**src/rtl/shift_sub_divider.sv**
```systemverilog
// shift_sub_divider: unsigned restoring shift-subtract divider.
// A normal division takes 2N cycles (one SH and one SUB step per quotient bit).
// Optional feature macro: DIV_ZERO_DETECT_EN. When it is defined, a zero divisor
// skips the loop and reports V=1. When it is not defined, V is tied low and a
// zero divisor runs the normal loop.
module shift_sub_divider #(
  parameter int N = 8
) (
  input  logic         Clk,
  input  logic         Rst,
  input  logic         St,
  input  logic [N-1:0] Dividend,
  input  logic [N-1:0] Divisor,
  output logic [N-1:0] Quotient,
  output logic [N-1:0] Remainder,
  output logic         Idle,
  output logic         Done,
  output logic         V
);

  localparam int CW = $clog2(N);

  typedef enum logic [1:0] {IDLE, SH, SUB, DONE} state_t;

  state_t         state, nstate;
  logic [N:0]     acc;
  logic [N-1:0]   quo;
  logic [N-1:0]   dvs;
  logic [CW-1:0]  cnt;

  logic           ge;
  logic [N:0]     accsub;
  logic [N-1:0]   quosub;
  logic           last;
  logic           zerostart;

  // Trial subtraction for the current SUB step, plus the last-iteration and
  // zero-divisor fast-path decodes.
  always_comb begin
    ge     = (acc >= {1'b0, dvs});
    accsub = ge ? (acc - {1'b0, dvs}) : acc;
    quosub = {quo[N-1:1], ge};
    last   = (cnt == CW'(N - 1));
`ifdef DIV_ZERO_DETECT_EN
    zerostart = (Divisor == '0);
`else
    zerostart = 1'b0;
`endif
  end

  // State register; reset always returns to IDLE.
  always_ff @(posedge Clk) begin
    if (Rst) state <= IDLE;
    else     state <= nstate;
  end

  // Next-state and status decode. St is only looked at in IDLE.
  always_comb begin
    nstate = state;
    Idle   = 1'b0;
    Done   = 1'b0;
    case (state)
      IDLE: begin
        Idle = 1'b1;
        if (St) nstate = zerostart ? DONE : SH;
      end
      SH:   nstate = SUB;
      SUB:  nstate = last ? DONE : SH;
      DONE: begin
        Done   = 1'b1;
        nstate = IDLE;
      end
      default: nstate = IDLE;
    endcase
  end

  // Datapath: operand capture, shift, conditional subtract. The result
  // registers load only on the transition into DONE.
  always_ff @(posedge Clk) begin
    if (Rst) begin
      acc       <= '0;
      quo       <= '0;
      dvs       <= '0;
      cnt       <= '0;
      Quotient  <= '0;
      Remainder <= '0;
    end else begin
      case (state)
        IDLE: begin
          if (St) begin
            acc <= '0;
            quo <= Dividend;
            dvs <= Divisor;
            cnt <= '0;
            if (zerostart) begin
              Quotient  <= '1;
              Remainder <= Dividend;
            end
          end
        end
        SH: begin
          {acc, quo} <= {acc[N-1:0], quo, 1'b0};
        end
        SUB: begin
          acc <= accsub;
          quo <= quosub;
          cnt <= cnt + CW'(1);
          if (last) begin
            Quotient  <= quosub;
            Remainder <= accsub[N-1:0];
          end
        end
        default: ;
      endcase
    end
  end

`ifdef DIV_ZERO_DETECT_EN
  logic vflag;

  // The divide-by-zero flag is set or cleared at each start and holds until
  // the next start.
  always_ff @(posedge Clk) begin
    if (Rst)                    vflag <= 1'b0;
    else if (state == IDLE && St) vflag <= zerostart;
  end

  assign V = vflag;
`else
  assign V = 1'b0;
`endif

endmodule

```
**config.mk**
```make
export PLATFORM = sky130hd
export DESIGN_NAME = shift_sub_divider
export DESIGN_NICKNAME = d
export VERILOG_FILES = /design/src/rtl/shift_sub_divider.sv
export SDC_FILE = /design/constraint.sdc
export NUM_CORES = 1
export LEC_CHECK = 0
export ABC_AREA = 1
export CELL_PAD_IN_SITES_DETAIL_PLACEMENT = 1
export CELL_PAD_IN_SITES_GLOBAL_PLACEMENT = 2
export CORE_ASPECT_RATIO = 0.75
export CORE_MARGIN = 5
export CORE_UTILIZATION = 32
export CTS_BUF_LIST = sky130_fd_sc_hd__clkbuf_8 sky130_fd_sc_hd__clkbuf_16
export CTS_CLUSTER_DIAMETER = 200
export DETAILED_ROUTE_END_ITERATION = 6
export PLACE_DENSITY_LB_ADDON = 0.1
export SLEW_MARGIN = 10
export SYNTH_ARGS = -nofsm -noshare
export SYNTH_HDL_FRONTEND = slang
export SYNTH_SLANG_ARGS = --single-unit
```
**constraint.sdc**
```tcl
create_clock -name Clk -period 3.2 [get_ports Clk]
set_clock_uncertainty 0.05 [all_clocks]
set_input_delay 0.48 -clock Clk [delete_from_list [all_inputs] [get_ports Clk]]
set_output_delay 0.48 -clock Clk [all_outputs]
set_load 0.01 [all_outputs]
```
==> flow_metrics.env, run 1 <==
export IMPL_final_max_slew_viol_count=0
export IMPL_seq_area_frac_synth=0.358
export IMPL_antenna_found_initial=0
export IMPL_crit_family="buffers and inverters"
export IMPL_yosysMostFrequentCell="nand2_1"
export IMPL_rr_startpoint="state[0]"
export IMPL_clockBufferDepth=2
export IMPL_path_depth=9
export IMPL_synthDistinctLibCells=32
export IMPL_grt_max_degree=25
export IMPL_num_antenna_cells=0
export IMPL_slew_headroom=0.539
export IMPL_reg2reg_depth=9
export IMPL_drive_gt1_frac=0.0709
export IMPL_cellPowerDensity_mw_per_mm2=457
export IMPL_cts_root_buf="clkbuf_8"
export IMPL_reg2reg_to="Remainder[5]"
export IMPL_dieArea_mm2=0.00995
export IMPL_rsz0062_at_grt="false"
export IMPL_synthCells=377
export IMPL_die_h_um=87.7
export IMPL_synth_commonest_cells="nand2_1 (94), dfxtp_1 (46), inv_1 (45)"
export IMPL_status="completed"
export IMPL_critPathMaxFanout=22
export IMPL_io_pins=38
export IMPL_placed_area_mm2=0.00301
export IMPL_io_buffers=36
export IMPL_nFillCells=1031
export IMPL_cp_startpoint="state[0]"
export IMPL_first_global_vias=2362
export IMPL_setup_viol=0
export IMPL_drv_cap=0
export IMPL_cp_start_kind="register"
export IMPL_fp_row_count=28
export IMPL_routed_via_density=4.67
export IMPL_post_cts_buffers=0
export IMPL_final_cell_area_mm2=0.00311
export IMPL_yosys_warnings=0
export IMPL_worst_slew_pin_slew_ns=0.690
export IMPL_fin_crit_sh=0.712
export IMPL_initial_core_util=0.328
export IMPL_synth_async_sr_flop_share=0
export IMPL_syn_nets=411
export IMPL_grt_usage=0.151
export IMPL_place_ws_ns=0.849
export IMPL_fin_setup_tns_ns=0
export IMPL_p_sw_mw=0.503
export IMPL_cts_sinks=46
export IMPL_avgSynthCellArea_um2=6.83
export IMPL_num_vias=2399
export IMPL_path_clk_slew_ns=0.09
export IMPL_ys_seq_elements=46
export IMPL_finalPower_mw=1.42
export IMPL_yosys_area_top_type_share=0.358
export IMPL_hold_viol_final=0
export IMPL_gp_congestion=0.753
export IMPL_path_cells="inv_1, ha_1, nand2_1, buf_4, inv_1, nor2_1, nor2_1, o21ai_0, inv_1"
export IMPL_synth_ff_type="dfxtp_1"
export IMPL_grt_ovfl_total=0
export IMPL_antenna_left=0
export IMPL_p_leak_nw=1.41
export IMPL_cts_hold_buf=0
export IMPL_coreArea_mm2=0.00785
export IMPL_seq_area_um2=921
export IMPL_path_class="reg2reg"
export IMPL_synth_enable_flop_cells=0
export IMPL_period_minus_slack_ns=2.28
export IMPL_die_width_um=114
export IMPL_slowest_delay_ns=0.55
export IMPL_cpMaxStageDelayCell="ha_1"
export IMPL_internal_power_mw=0.916
export IMPL_yosys_top_cells_area="dfxtp_1 (36%), nand2_1 (14%), ha_1 (6.8%)"
export IMPL_clkPwrFrac=0.264
export IMPL_crit_end="Remainder[5]"
export IMPL_hold_class="reg2reg"
export IMPL_wl_um=7280
export IMPL_synth_largest_area_cell="dfxtp_1"
export IMPL_critPathRequiredTime_ns=3.40
export IMPL_reg2reg_slack_ns=0.92
export IMPL_worst_setup_path_end_kind="register"
export IMPL_grt_pass1_wl_um=12000
export IMPL_first_iter_violations=73
export IMPL_irDropWorstVdd_v=0.000159
export IMPL_syn_cell_area_mm2=0.00257
export IMPL_dpl_hpwl_um=5540
export IMPL_drc=0
export IMPL_cp_arrival_ns=2.47
export IMPL_multi_input_area_mm2=0.00140
export IMPL_avgRoutedWirePerCell_um=14.2
export IMPL_setup_ws_ns=0.922
export IMPL_area_delta_synth_final_pct=20.7
export IMPL_path_common_cell="inv_1"
export IMPL_cts_buffers=5
export IMPL_drtPass1Iterations=4
export IMPL_cts_tree="built"
export IMPL_max_freq_mhz=439
export IMPL_post_route_util=0.396
export IMPL_power_frac_seq=0.441
export IMPL_finalNetCount=442
export IMPL_ctsHtreeMaxLevel=2
export IMPL_cts_resized=0
export IMPL_sw_frac_of_total=0.355
export IMPL_path_buf_inv=4
export IMPL_clk_latency_ns=0.30
export IMPL_comb_power_share=0.295
[worst register-to-register path: stages (launching register included)]
cell,delay (ns)
dfxtp_1,0.36
inv_1,0.10
ha_1,0.55
nand2_1,0.11
buf_4,0.20
inv_1,0.52
nor2_1,0.09
nor2_1,0.11
o21ai_0,0.08
inv_1,0.05
[sequential cells by signal, summed over array words and instances, names as in the netlist]
name       flops
state          2
acc            9
cnt            3
Remainder      8
dvs            8
quo            8
Quotient       8
[through the flow]
stage,hold WS [ns],instances
global placement,0.405,506
floorplan,0.383,377
finish,0.413,514
detailed placement,0.409,506
global route,0.433,514
CTS,0.421,514
[worst min-delay path by stage]
stage	slack, ns	cells past startpoint	from	end
floorplan	0.38	2	dvs[2]	dvs[2]
global placement	0.40	2	dvs[6]	dvs[6]
detailed placement	0.41	2	dvs[6]	dvs[6]
CTS	0.42	2	dvs[6]	dvs[6]
global route	0.43	2	dvs[6]	dvs[6]
finish	0.41	2	dvs[6]	dvs[6]
[cells by family (layout without fill, tap and decap cells)]
group,count (synthesis),after routing,synth area share
simple gates,175,175,0.296
compound gates,75,75,0.162
flops,46,46,0.358
other cells,1,1,0.00146
buf+inv,62,94,0.0972
xor+xnor,3,3,0.0102
fa+ha+maj,15,15,0.0758
[cells in the final DEF, fill, tap and decap left out, types with 2 or more instances in the layout]
cell,count
o211ai_1,2
nand4_1,4
dfxtp_1,46
nand2_2,7
a21oi_2,4
buf_4,3
nor2_1,38
nand3b_1,2
nand3_1,23
o21ai_0,31
a211oi_1,5
xor2_1,3
nand2_1,94
a31oi_1,4
inv_1,46
ha_1,14
clkbuf_8,6
a21oi_1,27
clkdlybuf4s50_1,36
nand2_4,2
[area by class of cell]
cell class / instances / share of cell area
Sequential cell: 46 / 0.297
Timing Repair Buffer: 39 / 0.123
Inverter: 47 / 0.0568
Tap cell: 105 / 0.0423
Clock inverter: 2 / 0.00282
Clock buffer: 6 / 0.0266
Multi-Input combinational cell: 269 / 0.452
[power groups by stage]
stage	clock, mW	sequential (mW)	combinational [mW]
after floorplan	0	0.633	0.312
after global placement	0	0.639	0.417
after detailed placement	0	0.640	0.423
after CTS	0.386	0.626	0.425
after global routing	0.420	0.630	0.477
final	0.374	0.626	0.418
[layer usage]
metal  GRT usage  vias to the layer above  share of wire
met5           0                        -              0
met4      0.0197                        0         0.0030
met3      0.0380                        2          0.030
met2       0.229                       31           0.42
met1       0.221                     1094           0.55
li1            -                     1272              -
No activity file was read; power rests on OpenSTA's default activity.
==> run 2: changes to the inputs <==
--- a/config.mk
+++ b/config.mk
@@ -10,7 +10,7 @@
 export CELL_PAD_IN_SITES_GLOBAL_PLACEMENT = 2
 export CORE_ASPECT_RATIO = 0.75
 export CORE_MARGIN = 5
-export CORE_UTILIZATION = 32
+export CORE_UTILIZATION = 27
 export CTS_BUF_LIST = sky130_fd_sc_hd__clkbuf_8 sky130_fd_sc_hd__clkbuf_16
 export CTS_CLUSTER_DIAMETER = 200
 export DETAILED_ROUTE_END_ITERATION = 6
==> constraint.sdc (replaced) <==
create_clock -name Clk -period 1.9 [get_ports Clk]
set_clock_uncertainty 0.05 [all_clocks]
set_input_delay 0.285 -clock Clk [delete_from_list [all_inputs] [get_ports Clk]]
set_output_delay 0.285 -clock Clk [all_outputs]
set_load 0.01 [all_outputs]
==> run 2 against run 1 <==
The run now ends with setup timing left. Die area rose by 17%. Clock-buffer cell count is 1 lower. Critical path depth grew 4. Clock power up 130%. Critical path type unchanged.
==> flow_metrics.env, run 2 (synthesized netlist as in run 1, its figures left out) <==
export IMPL_setup_viol=7
export IMPL_drc=0
export IMPL_hold_depth=2
export IMPL_drtPass1Iterations=4
export IMPL_ctsHtreeMaxLevel=2
export IMPL_dpl_hpwl_um=6180
export IMPL_layout_common_cells="nand2_1 (75), buf_4 (57), nor2_1 (36)"
export IMPL_io_buffers=36
export IMPL_period_minus_slack_ns=1.95
export IMPL_rr_startpoint="dvs[1]"
export IMPL_num_vias=2687
export IMPL_irDropWorstVdd_v=0.000445
export IMPL_area_delta_synth_final_pct=55.6
export IMPL_cts_root_buf="clkbuf_16"
export IMPL_first_iter_violations=121
export IMPL_antenna_left=0
export IMPL_cpMaxStageDelayCell="dfxtp_1"
export IMPL_dieArea_mm2=0.0116
export IMPL_drive_gt1_frac=0.340
export IMPL_cts_sinks=46
export IMPL_path_cells="inv_2, ha_4, nand4_1, nor2_4, nor2_4, buf_12, buf_6, nand3_2, nand2_2, nand2_1, nand2_1, nand2_2, a21oi_2"
export IMPL_fin_setup_tns_ns=-0.151
export IMPL_grt_max_degree=23
export IMPL_grt_met3_usage=0.0287
export IMPL_fin_crit_sh=1.03
export IMPL_min_from="quo[0]"
export IMPL_cts_tree="built"
export IMPL_first_global_vias=2692
export IMPL_die_h_um=94.6
export IMPL_gp_congestion=0.754
export IMPL_cp_startpoint="dvs[1]"
export IMPL_cts_buffers=5
export IMPL_initial_core_util=0.281
export IMPL_clockBufferDepth=2
export IMPL_coreArea_mm2=0.00916
export IMPL_grt_pass1_wl_um=13800
export IMPL_max_freq_mhz=513
export IMPL_p_leak_nw=1.78
export IMPL_status="complete, but fails checks"
export IMPL_busiest_layer="met2"
export IMPL_slowest_delay_ns=0.31
export IMPL_cts_hold_buf=0
export IMPL_drv_cap=0
export IMPL_min_to="quo[0]"
export IMPL_path_depth=13
export IMPL_worst_setup_path_end_kind="register"
export IMPL_setup_ws_ns=-0.0484
export IMPL_place_ws_ns=-0.195
export IMPL_die_width_um=123
export IMPL_mostFrequentLayoutCell="nand2_1"
export IMPL_hold_viol_final=0
export IMPL_clk_latency_ns=0.29
export IMPL_critPathMaxFanout=3
export IMPL_hold_class="reg2reg"
export IMPL_reg2reg_slack_ns=-0.05
export IMPL_critPathRequiredTime_ns=2.07
export IMPL_wl_um=8780
export IMPL_fin_hold_ws_ns=0.423
export IMPL_avgRoutedWirePerCell_um=14.7
export IMPL_crit_family="simple AND/OR/NAND/NOR gates"
export IMPL_met2_usage=0.232
export IMPL_regMostFlops="acc"
export IMPL_rsz0062_at_grt="true"
export IMPL_antenna_found_initial=0
export IMPL_routed_via_density=4.49
export IMPL_cp_start_kind="register"
export IMPL_cp_arrival_ns=2.12
export IMPL_violations="setup timing"
export IMPL_reg2reg_to="acc[5]"
export IMPL_fp_row_count=30
export IMPL_finalNetCount=505
export IMPL_path_clk_slew_ns=0.06
export IMPL_grt_ovfl_total=0
export IMPL_io_pins=38
export IMPL_num_antenna_cells=0
export IMPL_cellPowerDensity_mw_per_mm2=786
export IMPL_gr_usage_met1=0.221
export IMPL_reg2reg_depth=13
export IMPL_largest_reg_flops=9
export IMPL_path_class="reg2reg"
export IMPL_final_max_slew_viol_count=0
export IMPL_path_buf_inv=3
export IMPL_grt_usage=0.152
==> run 2: changes by cell type in the layout (fill, tap and decap cells not counted), sizes merged <==
| cell | delta |
|---|---|
| buf | +62 |
| clkbuf | -1 |
| clkdlybuf4s50 | -1 |
| clkinv | +1 |
| clkinvlp | +2 |
| dlymetal6s2s | +1 |
| inv | -2 |
==> run 2: area by class of cell <==
type / instances / area, um2
Clock inverter: 2 / 10.0
Timing Repair inverter: 1 / 5.00
Inverter: 47 / 188
Timing Repair Buffer: 101 / 893
Fill cell: 1162 / 5150
Tap cell: 128 / 160
Sequential cell: 46 / 942
Multi-Input combinational cell: 269 / 1680
Clock buffer: 5 / 125
==> run 2: stage by stage <==
stage / utilization / cell area [um2] / power, mW / std cells
final: 0.437 / 4000 / 3.15 / 599
after floorplan: - / 2570 / 1.59 / 377
after detailed placement: 0.367 / 3360 / 1.95 / 571
after global placement: 0.367 / 3360 / 1.94 / 571
after CTS: 0.401 / 3670 / 2.90 / 582
after global routing: 0.437 / 4000 / 3.36 / 599
==> run 2: how the worst max path moves through the flow <==
stage | end | slack (ns)
3_5_place_dp | acc[2] | -0.20
2_1_floorplan | acc[8] | 0.09
6_report | acc[5] | -0.05
4_1_cts | acc[4] | 0.00003
5_1_grt | acc[5] | -0.16
3_3_place_gp | acc[2] | -0.15
==> run 2: what timing repair did <==
| item | in CTS | in global routing |
|---|---|---|
| pin swaps | 6 | 36 |
| buffers inserted | 4 | 16 |
| resized for setup | 27 | 73 |
| cloned | 0 | 1 |
| setup endpoints to repair | 17 | 23 |
==> run 2: where the power goes <==
| group | total [mW] | switching (mW) | internal, mW |
|---|---|---|---|
| logic | 1.24 | 0.661 | 0.579 |
| clock network | 0.848 | 0.372 | 0.476 |
| registers | 1.06 | 0.0356 | 1.03 |
| total | 3.15 | 1.07 | 2.08 |
==> run 2: layer usage <==
layer	part of all wire	vias up	routed length [um]
met3	0.020	8	179
met4	0.0075	0	66
met5	0	-	0
met2	0.45	29	3920
met1	0.53	1249	4610
li1	-	1401	-
==> run 2: worst min-delay path, cell delays in order, from the launching register on <==
cell and delay [ns]:
dfxtp_1 0.31, nand2_1 0.06, a21oi_1 0.05
==> run 3: changes to the inputs <==
--- a/config.mk
+++ b/config.mk
@@ -6,11 +6,11 @@
 export NUM_CORES = 1
 export LEC_CHECK = 0
 export ABC_AREA = 1
-export CELL_PAD_IN_SITES_DETAIL_PLACEMENT = 1
-export CELL_PAD_IN_SITES_GLOBAL_PLACEMENT = 2
+export CELL_PAD_IN_SITES_DETAIL_PLACEMENT = 0
+export CELL_PAD_IN_SITES_GLOBAL_PLACEMENT = 1
 export CORE_ASPECT_RATIO = 0.75
 export CORE_MARGIN = 5
-export CORE_UTILIZATION = 27
+export CORE_UTILIZATION = 35
 export CTS_BUF_LIST = sky130_fd_sc_hd__clkbuf_8 sky130_fd_sc_hd__clkbuf_16
 export CTS_CLUSTER_DIAMETER = 200
 export DETAILED_ROUTE_END_ITERATION = 6
==> run 3 against run 2 <==
The run now ends clean. Worst hold slack lost 0.00053 ns. Via count fell by 4.4%. First-iteration DRC count decreased by 32%. Cell count fell by 7.5%. Total power decreased by 8.7%. Critical endpoint is now acc[8].
==> flow_metrics.env, run 3 (synthesized netlist as in run 1, its figures left out) <==
export IMPL_drive_gt1_frac=0.305
export IMPL_status="completed"
export IMPL_clk_latency_ns=0.30
export IMPL_period_minus_slack_ns=1.88
export IMPL_first_iter_violations=82
export IMPL_initial_core_util=0.354
export IMPL_grt_ovfl_total=0
export IMPL_drv_cap=0
export IMPL_layout_common_cells="nand2_1 (78), buf_4 (41), nor2_1 (36)"
export IMPL_num_antenna_cells=0
export IMPL_multi_input_area_mm2=0.00168
export IMPL_critPathRequiredTime_ns=2.10
export IMPL_die_h_um=84.3
export IMPL_largest_reg_flops=9
export IMPL_path_class="reg2reg"
export IMPL_seq_area_um2=936
export IMPL_die_width_um=109
export IMPL_irDropWorstVdd_v=0.000349
export IMPL_drc=0
export IMPL_drtPass1Iterations=5
export IMPL_wl_um=7080
export IMPL_grt_max_degree=25
export IMPL_cts_hold_buf=0
export IMPL_cp_arrival_ns=2.08
export IMPL_num_vias=2570
export IMPL_avgRoutedWirePerCell_um=12.8
export IMPL_worst_setup_path_end_kind="register"
export IMPL_cts_sinks=46
export IMPL_ctsHtreeMaxLevel=2
export IMPL_mostFrequentLayoutCell="nand2_1"
export IMPL_slowest_delay_ns=0.35
export IMPL_cts_buffers=5
export IMPL_clockBufferDepth=2
export IMPL_cts_tree="built"
export IMPL_io_pins=38
export IMPL_dieArea_mm2=0.00919
export IMPL_regMostFlops="acc"
export IMPL_cts_root_buf="clkbuf_8"
export IMPL_nFillCells=729
export IMPL_rsz0062_at_grt="true"
export IMPL_hold_class="reg2reg"
export IMPL_io_buffers=36
export IMPL_cp_start_kind="register"
export IMPL_antenna_left=0
export IMPL_placed_area_mm2=0.00328
export IMPL_grt_pass1_wl_um=11800
export IMPL_dpl_hpwl_um=5240
export IMPL_fin_hold_ws_ns=0.422
export IMPL_cellPowerDensity_mw_per_mm2=757
export IMPL_coreArea_mm2=0.00726
export IMPL_first_global_vias=2448
export IMPL_place_inst=537
export IMPL_crit_family="simple AND/OR/NAND/NOR gates"
export IMPL_fp_row_count=27
export IMPL_gp_congestion=0.844
export IMPL_grt_usage=0.159
export IMPL_antenna_found_initial=0
export IMPL_area_delta_synth_final_pct=47.6
export IMPL_fin_crit_sh=0.988
export IMPL_cpMaxStageDelayCell="dfxtp_2"
export IMPL_routed_via_density=4.64
export IMPL_finalNetCount=486
export IMPL_hold_viol_final=0
export IMPL_path_clk_slew_ns=0.10
export IMPL_final_max_slew_viol_count=0
export IMPL_setup_viol=0
export IMPL_critPathMaxFanout=7
export IMPL_max_freq_mhz=533
export IMPL_fin_setup_tns_ns=0
export IMPL_path_cells="inv_4, ha_4, nand4_1, nor2_4, nor2_4, buf_12, nand2_8, buf_8, nand4_1, nand2_1, nand2_1, a21oi_2"
export IMPL_path_buf_inv=3
export IMPL_p_leak_nw=1.70
export IMPL_final_cell_area_mm2=0.00380
export IMPL_instances_no_fill=554
[run 3: cell types whose count changed in the layout (fill, tap and decap cells not counted), moves of 5 or more]
cell and change:
buf_4 -16, clkbuf_16 -5, clkbuf_8 +5, o21ai_1 -5
[run 3: worst paths after layout]
check,startpoint,end,slack (ns),cells after the start
max reg2reg,dvs[2],acc[8],0.02,12
min,cnt[2],cnt[2],0.42,2
min reg2reg,cnt[2],cnt[2],0.42,2
max,dvs[2],acc[8],0.02,12
[run 3: power breakdown]
part | switching [mW] | internal (mW) | total, mW
combinational | 0.600 | 0.468 | 1.07
sequential | 0.0340 | 1.03 | 1.06
clock | 0.353 | 0.395 | 0.747
[run 3: timing repair]
| item | 4_1_cts | 5_1_grt |
|---|---|---|
| setup endpoints to repair | 8 | 24 |
| gates cloned | 0 | 1 |
| setup buffers | 3 | 5 |
| gates resized for setup | 22 | 67 |
| pin swaps | 7 | 25 |
[run 3: area by class of cell]
cell class                 count  area share
clock buffer                   5      0.0181
timing repair buffer          82       0.198
clock inverter                 3      0.0115
timing repair inverter         1     0.00132
sequential                    46       0.246
inverter                      47      0.0487
tap                          101      0.0333
multi-input combinational    269       0.443
[run 3: metal layers]
metal	up-vias	GRT usage	wire length, um
met5	-	0	0
met4	0	0.0241	55
met3	6	0.0315	226
met2	34	0.246	3040
met1	1159	0.233	3760
li1	1371	-	-
[run 3: stage by stage]
stage | util | total power, mW | worst slack (ns)
floorplan | - | 1.59 | 0.0867
global placement | 0.452 | 1.89 | -0.110
detailed placement | 0.452 | 1.89 | -0.0976
CTS | 0.491 | 2.72 | -0.0207
global route | 0.523 | 3.08 | -0.120
finish | 0.523 | 2.88 | 0.0233
[run 3: worst min-delay path, cell delays in order, from the launching register on]
cell and delay, ns:
dfxtp_1 0.32, nand2_1 0.06, a21oi_1 0.05
